==> src/rtl/mw_add_pkg.sv <==
// Shared types and helpers for the multi-word add sequencer.
package mw_add_pkg;

  localparam int SLICE_W = 16;

  typedef enum logic [1:0] {
    IDLE  = 2'd0,
    ISSUE = 2'd1,
    WAIT  = 2'd2,
    DONE  = 2'd3
  } state_e;

  // Width of an index/counter able to hold 0..n-1, never narrower than one bit.
  function automatic int idx_width(input int n);
    return (n <= 1) ? 1 : $clog2(n);
  endfunction

endpackage

==> src/rtl/mw_add_seq.sv <==
// Multi-word add sequencer: feeds 16-bit slices LSW first to an external registered
// adder and reassembles the wide sum. Optional signed-overflow flag: MW_ADD_SEQ_OVF_EN.
module mw_add_seq
  import mw_add_pkg::*;
#(
  parameter  int NWORDS  = 4,
  parameter  int ADD_LAT = 2,
  localparam int W       = SLICE_W * NWORDS
) (
  input  logic               clk,
  input  logic               rst_n,
  input  logic               start_i,
  input  logic [W-1:0]       op_a_i,
  input  logic [W-1:0]       op_b_i,
  input  logic               cin_i,
  output logic               busy_o,
  output logic               done_o,
  output logic [W-1:0]       sum_o,
  output logic               cout_o,
`ifdef MW_ADD_SEQ_OVF_EN
  output logic               ovf_o,
`endif
  output logic [SLICE_W-1:0] add_a_o,
  output logic [SLICE_W-1:0] add_b_o,
  output logic               add_ci_o,
  input  logic [SLICE_W-1:0] add_s_i,
  input  logic               add_co_i
);

  localparam int                IDXW     = idx_width(NWORDS);
  localparam int                CNTW     = idx_width(ADD_LAT);
  localparam logic [IDXW-1:0]   LAST_IDX = IDXW'(NWORDS - 1);
  localparam logic [CNTW-1:0]   CNT_INIT = CNTW'(ADD_LAT - 1);

  state_e               state_q, state_d;
  logic [IDXW-1:0]      idx_q, idx_d;
  logic [CNTW-1:0]      cnt_q, cnt_d;
  // Operands are kept pre-shifted so the next slice always sits in the low bits.
  logic [W-1:0]         a_q, a_d, b_q, b_d;
  logic [W-1:0]         sum_q, sum_d;
  logic                 cout_q, cout_d;
  logic [SLICE_W-1:0]   add_a_q, add_a_d, add_b_q, add_b_d;
  // add_ci_q doubles as the inter-slice carry register.
  logic                 add_ci_q, add_ci_d;
  logic                 busy_q, busy_d;
  logic                 done_q, done_d;
`ifdef MW_ADD_SEQ_OVF_EN
  logic                 ovf_q, ovf_d;
  logic                 a_msb_q, a_msb_d, b_msb_q, b_msb_d;
`endif

  // Next-state and datapath logic for the issue/wait/capture sequence.
  always_comb begin
    state_d  = state_q;
    idx_d    = idx_q;
    cnt_d    = cnt_q;
    a_d      = a_q;
    b_d      = b_q;
    sum_d    = sum_q;
    cout_d   = cout_q;
    add_a_d  = add_a_q;
    add_b_d  = add_b_q;
    add_ci_d = add_ci_q;
    busy_d   = busy_q;
    done_d   = 1'b0;
`ifdef MW_ADD_SEQ_OVF_EN
    ovf_d    = ovf_q;
    a_msb_d  = a_msb_q;
    b_msb_d  = b_msb_q;
`endif
    case (state_q)
      IDLE: begin
        if (start_i) begin
          add_a_d  = op_a_i[SLICE_W-1:0];
          add_b_d  = op_b_i[SLICE_W-1:0];
          add_ci_d = cin_i;
          a_d      = op_a_i >> SLICE_W;
          b_d      = op_b_i >> SLICE_W;
          idx_d    = '0;
          busy_d   = 1'b1;
          state_d  = ISSUE;
`ifdef MW_ADD_SEQ_OVF_EN
          a_msb_d  = op_a_i[W-1];
          b_msb_d  = op_b_i[W-1];
`endif
        end else begin
          state_d = IDLE;
        end
      end
      ISSUE: begin
        cnt_d   = CNT_INIT;
        state_d = WAIT;
      end
      WAIT: begin
        if (cnt_q != '0) begin
          cnt_d = cnt_q - 1'b1;
        end else begin
          for (int k = 0; k < NWORDS; k++) begin
            if (idx_q == IDXW'(k)) begin
              sum_d[k*SLICE_W +: SLICE_W] = add_s_i;
            end else begin
              sum_d[k*SLICE_W +: SLICE_W] = sum_q[k*SLICE_W +: SLICE_W];
            end
          end
          add_ci_d = add_co_i;
          if (idx_q == LAST_IDX) begin
            cout_d  = add_co_i;
            done_d  = 1'b1;
            state_d = DONE;
`ifdef MW_ADD_SEQ_OVF_EN
            ovf_d   = (a_msb_q == b_msb_q) && (add_s_i[SLICE_W-1] != a_msb_q);
`endif
          end else begin
            idx_d   = idx_q + 1'b1;
            add_a_d = a_q[SLICE_W-1:0];
            add_b_d = b_q[SLICE_W-1:0];
            a_d     = a_q >> SLICE_W;
            b_d     = b_q >> SLICE_W;
            state_d = ISSUE;
          end
        end
      end
      DONE: begin
        busy_d  = 1'b0;
        state_d = IDLE;
      end
      default: begin
        busy_d  = 1'b0;
        state_d = IDLE;
      end
    endcase
  end

  // State and output registers; reset discards any in-flight slice.
  always_ff @(posedge clk or negedge rst_n) begin
    if (!rst_n) begin
      state_q  <= IDLE;
      idx_q    <= '0;
      cnt_q    <= '0;
      a_q      <= '0;
      b_q      <= '0;
      sum_q    <= '0;
      cout_q   <= 1'b0;
      add_a_q  <= '0;
      add_b_q  <= '0;
      add_ci_q <= 1'b0;
      busy_q   <= 1'b0;
      done_q   <= 1'b0;
`ifdef MW_ADD_SEQ_OVF_EN
      ovf_q    <= 1'b0;
      a_msb_q  <= 1'b0;
      b_msb_q  <= 1'b0;
`endif
    end else begin
      state_q  <= state_d;
      idx_q    <= idx_d;
      cnt_q    <= cnt_d;
      a_q      <= a_d;
      b_q      <= b_d;
      sum_q    <= sum_d;
      cout_q   <= cout_d;
      add_a_q  <= add_a_d;
      add_b_q  <= add_b_d;
      add_ci_q <= add_ci_d;
      busy_q   <= busy_d;
      done_q   <= done_d;
`ifdef MW_ADD_SEQ_OVF_EN
      ovf_q    <= ovf_d;
      a_msb_q  <= a_msb_d;
      b_msb_q  <= b_msb_d;
`endif
    end
  end

  assign busy_o   = busy_q;
  assign done_o   = done_q;
  assign sum_o    = sum_q;
  assign cout_o   = cout_q;
  assign add_a_o  = add_a_q;
  assign add_b_o  = add_b_q;
  assign add_ci_o = add_ci_q;
`ifdef MW_ADD_SEQ_OVF_EN
  assign ovf_o    = ovf_q;
`endif

endmodule

==> config.mk <==
export PLATFORM = sky130hd
export DESIGN_NAME = mw_add_seq
export DESIGN_NICKNAME = d
export VERILOG_FILES = /design/src/rtl/mw_add_pkg.sv /design/src/rtl/mw_add_seq.sv
export SDC_FILE = /design/constraint.sdc
export NUM_CORES = 1
export LEC_CHECK = 0
export ABC_AREA = 1
export CAP_MARGIN = 10
export CORE_MARGIN = 10
export CORE_UTILIZATION = 42
export DETAILED_ROUTE_END_ITERATION = 10
export GPL_TIMING_DRIVEN = 0
export PLACE_DENSITY = 0.71
export SLEW_MARGIN = 5
export SYNTH_ARGS = -nofsm -noshare
export SYNTH_HDL_FRONTEND = slang
export SYNTH_SLANG_ARGS = --single-unit
==> constraint.sdc <==
create_clock -name clk -period 2.15 [get_ports clk]
set_clock_uncertainty 0.05 [all_clocks]
set_input_delay 0.5375 -clock clk [delete_from_list [all_inputs] [get_ports clk]]
set_output_delay 0.5375 -clock clk [all_outputs]
set_load 0.02 [all_outputs]
==> run summary <==
The die is 167 um wide. STA classifies the critical path endpoint as an output pin. The cell area that synthesis handed to floorplanning was 9040 sq um.

The net count after synthesis is 1307. The number of top-level pins is 249, and the cell area after layout is 12700 sq um. From synthesis to final layout, the design area changed by 40.7%.

The routed wire length per instance was 16.8 um; the count of standard-cell rows was 53. The tools report the detailed placer's ending HPWL as 22000 um. For this run, the number of Yosys warnings is 0. For this run, design rule violations remaining after detail routing come to 0.

Sequential cells were found to cover 55.6% of the synthesized design area. Dividing the detail-routed via count by the number of cells gives 4.87. Buffers inserted during clock tree synthesis total 23. Setup repair after global routing left no endpoint under its margin.

The number of maximum-capacitance violations came out at 0. The tools report the total track usage as 20.3%. The number of design-rule violations left by the first detailed-router iteration came out at 697. The final period demand of the worst path was 2.10 ns; the critical path arrival was 1.52 ns. At the later pin of the worst-skew pair, clock insertion delay measures 0.51 ns.

For the slack of the worst reg-to-reg path, the log shows 0.21 ns. TritonCTS built the clock tree. Overall power consumption after layout is estimated at 18.9 mW. The worst setup path is launched from a register.

Setup slack on the critical path of the routed design comes to 0.0452 ns. The tools report the post-layout utilization of the core as 60.3%. The share of layout cells above drive strength 1 works out to 7.01%. For the post-place instance area, the log shows 11900 sq um. Hold buffer count at CTS: 0.

For this block, the via count after detailed routing is 8368. The share of the clock period used by the worst path after layout was 97.9%; the number of buffer and inverter stages on the critical path was 1. The final layout contains routed wiring with a total length of 28900 um. The transition time at the pin with the least slew margin came out at 0.699 ns. The run gives 1 as the level count of the clock H-tree. The via count of the first global-routing pass was 8345. Final max-slew violation count: 0. The worst setup timing slack at the placement stage came out at 0.196 ns. The run gives 1151 as the number of standard cells after synthesis.

In this run the clock root is driven by a sky130_fd_sc_hd__clkbuf_16. The setup path with the least slack is of type reg2out. The run finished with clean final reports. The floorplan step defined a die boundary enclosing 27800 sq um. The tightest min-delay check is of the in2async type. Dividing total power by cell area gives a power density of 1480 nW/um^2. In the final design database the tool counted 1580 nets. Walking the worst path, the cells encountered are clkdlybuf4s50_1. The largest individual stage delay along the critical path comes from the cell sky130_fd_sc_hd__clkdlybuf4s50_1. The number of hold violations in the final report is 0.

For this run, the top clock speed supported by timing is 0.475 GHz. The mean post-synth cell area works out to 7.86 sq um. The largest voltage drop on the vdd net is 671 uV, and the final setup violation count is 0.

The clock drives 201 sinks. The die is 167 um tall. The number of different library cells used by synthesis comes to 14. The post-route worst hold slack is 0.0113 ns. The highest cell delay on the worst timing path came out at 0.64 ns.

The run gives 42.9% as the starting utilization of the core area. The total of buffers placed on input and output ports was 247; the standard cell core area was 21100 sq um. Final global-route overflow total: 0. Cell class contributing the biggest share of worst-path delay: buffers and inverters. The final weighted congestion in routability-driven placement is 0.854, and the data required time of the critical path is 1.56 ns. The longest clock path from root to sink contains 3 buffers. In this run the remaining antenna-violating nets after routing total 0. Entering global routing, the biggest net connects 111 pins. Number of flip-flops and latches in the synthesized netlist: 201.

The first global-routing pass estimated 46400 um of wire. Headroom to the max-slew limit came out at 53.4%. After clock tree synthesis, the clock-pin slew on the worst setup and hold paths is 0.06 ns. The run gives 5 as the number of detailed-route iterations in the first pass.

Of all nets on the critical path, the largest fanout is 2. The number of antenna violations at the first check in global routing came out at 2. Summed over all cells, the static leakage comes to 6.56 nW.
[area by class of cell]
cell class	count	area (sq um)
Tap cell	275	344
Multi-Input combinational cell	842	3530
Timing Repair Buffer	248	2500
Clock buffer	28	624
Antenna cell	2	5.00
Clock inverter	13	199
Buffer	81	384
Sequential cell	201	5030
Inverter	27	101
Fill cell	1945	8360
[path summary, 6_finish.rpt]
check,startpoint,to,depth (start not counted)
worst min-delay path,rst_n,b_q[36]$_DFFE_PN0P_,1
worst min register to register,add_b_o[11]$_DFFE_PN0P_,add_b_o[11]$_DFFE_PN0P_,2
min in group clk,start_i,b_q[32]$_DFFE_PN0P_,3
worst max-delay path,sum_o[32]$_DFFE_PN0P_,sum_o[32],1
max in group asynchronous,rst_n,add_b_o[5]$_DFFE_PN0P_,2
worst max register to register,idx_q[0]$_DFFE_PN0P_,a_q[4]$_DFFE_PN0P_,7
[layout by cell type (no fill, tap or decap)]
| cell type | Yosys | layout |
|---|---|---|
| sky130_fd_sc_hd__clkdlybuf4s50_1 | 0 | 246 |
| sky130_fd_sc_hd__bufinv_16 | 0 | 5 |
| sky130_fd_sc_hd__nand3_1 | 104 | 104 |
| sky130_fd_sc_hd__buf_4 | 2 | 2 |
| sky130_fd_sc_hd__clkinvlp_4 | 0 | 2 |
| sky130_fd_sc_hd__clkbuf_8 | 0 | 3 |
| sky130_fd_sc_hd__o21ai_4 | 1 | 1 |
| sky130_fd_sc_hd__clkbuf_1 | 25 | 27 |
| sky130_fd_sc_hd__buf_16 | 0 | 1 |
| sky130_fd_sc_hd__ha_1 | 7 | 7 |
| sky130_fd_sc_hd__diode_2 | 0 | 2 |
| sky130_fd_sc_hd__buf_2 | 54 | 52 |
| sky130_fd_sc_hd__clkbuf_16 | 0 | 23 |
| sky130_fd_sc_hd__clkbuf_4 | 0 | 2 |
| sky130_fd_sc_hd__clkinv_2 | 0 | 5 |
| sky130_fd_sc_hd__o21ai_0 | 3 | 3 |
| sky130_fd_sc_hd__o21ai_1 | 66 | 66 |
| sky130_fd_sc_hd__buf_8 | 0 | 1 |
| sky130_fd_sc_hd__inv_1 | 24 | 24 |
| sky130_fd_sc_hd__dfrtp_1 | 201 | 201 |
| sky130_fd_sc_hd__clkinv_4 | 0 | 1 |
| sky130_fd_sc_hd__nor2_1 | 1 | 1 |
| sky130_fd_sc_hd__nand2_1 | 628 | 628 |
| sky130_fd_sc_hd__inv_2 | 3 | 3 |
| sky130_fd_sc_hd__nand4_1 | 32 | 32 |
[registers in the layout (all words and copies together) (netlist names)]
name and cells:
idx_q 2, cnt_q 1, busy_o 1, sum_o 64, a_q 48, state_q 2, cout_o 1, add_b_o 16
add_a_o 16, done_o 1, b_q 48, add_ci_o 1
[report_power, final]
part / internal, mW / switching (mW)
Combinational: 3.25 / 4.89
Sequential: 5.50 / 0.949
Clock: 2.66 / 1.59
Total: 11.4 / 7.43
[cells in the mapped netlist (all sizes together)]
library cell / number / area (sq um)
buf: 56 / 285
nor2: 1 / 3.75
ha: 7 / 87.6
o21ai: 70 / 362
inv: 27 / 101
nand4: 32 / 200
nand2: 628 / 2360
nand3: 104 / 521
clkbuf: 25 / 93.8
dfrtp: 201 / 5030
[routing by layer]
| layer | track usage, % | vias up | part of all wire [%] |
|---|---|---|---|
| met5 | 0 | - | 0 |
| met1 | 27.4 | 3871 | 45 |
| li1 | - | 4194 | - |
| met3 | 4.02 | 32 | 6.4 |
| met2 | 33.1 | 271 | 47 |
| met4 | 4.47 | 0 | 1.7 |
[through the flow]
step                      setup TNS, ns  instances
after floorplan                       0       1151
after detailed placement              0       1674
after global placement         -1601.98       1673
final                                 0       1717
after CTS                             0       1715
after global routing                  0       1716
[what timing repair did]
action	4_1_cts	5_1_grt
buffers inserted	0	0
setup endpoints to repair	0	1
resized for setup	0	2
[cells by family after synthesis]
family | share of synthesized area [%]
AND/OR/NAND/NOR | 34.1
flip-flops | 55.6
buffers and inverters | 5.31
AO/OA/AOI/OAI | 4.00
adder cells (fa/ha/maj) | 0.969
Power figures use the tool's default switching activity.
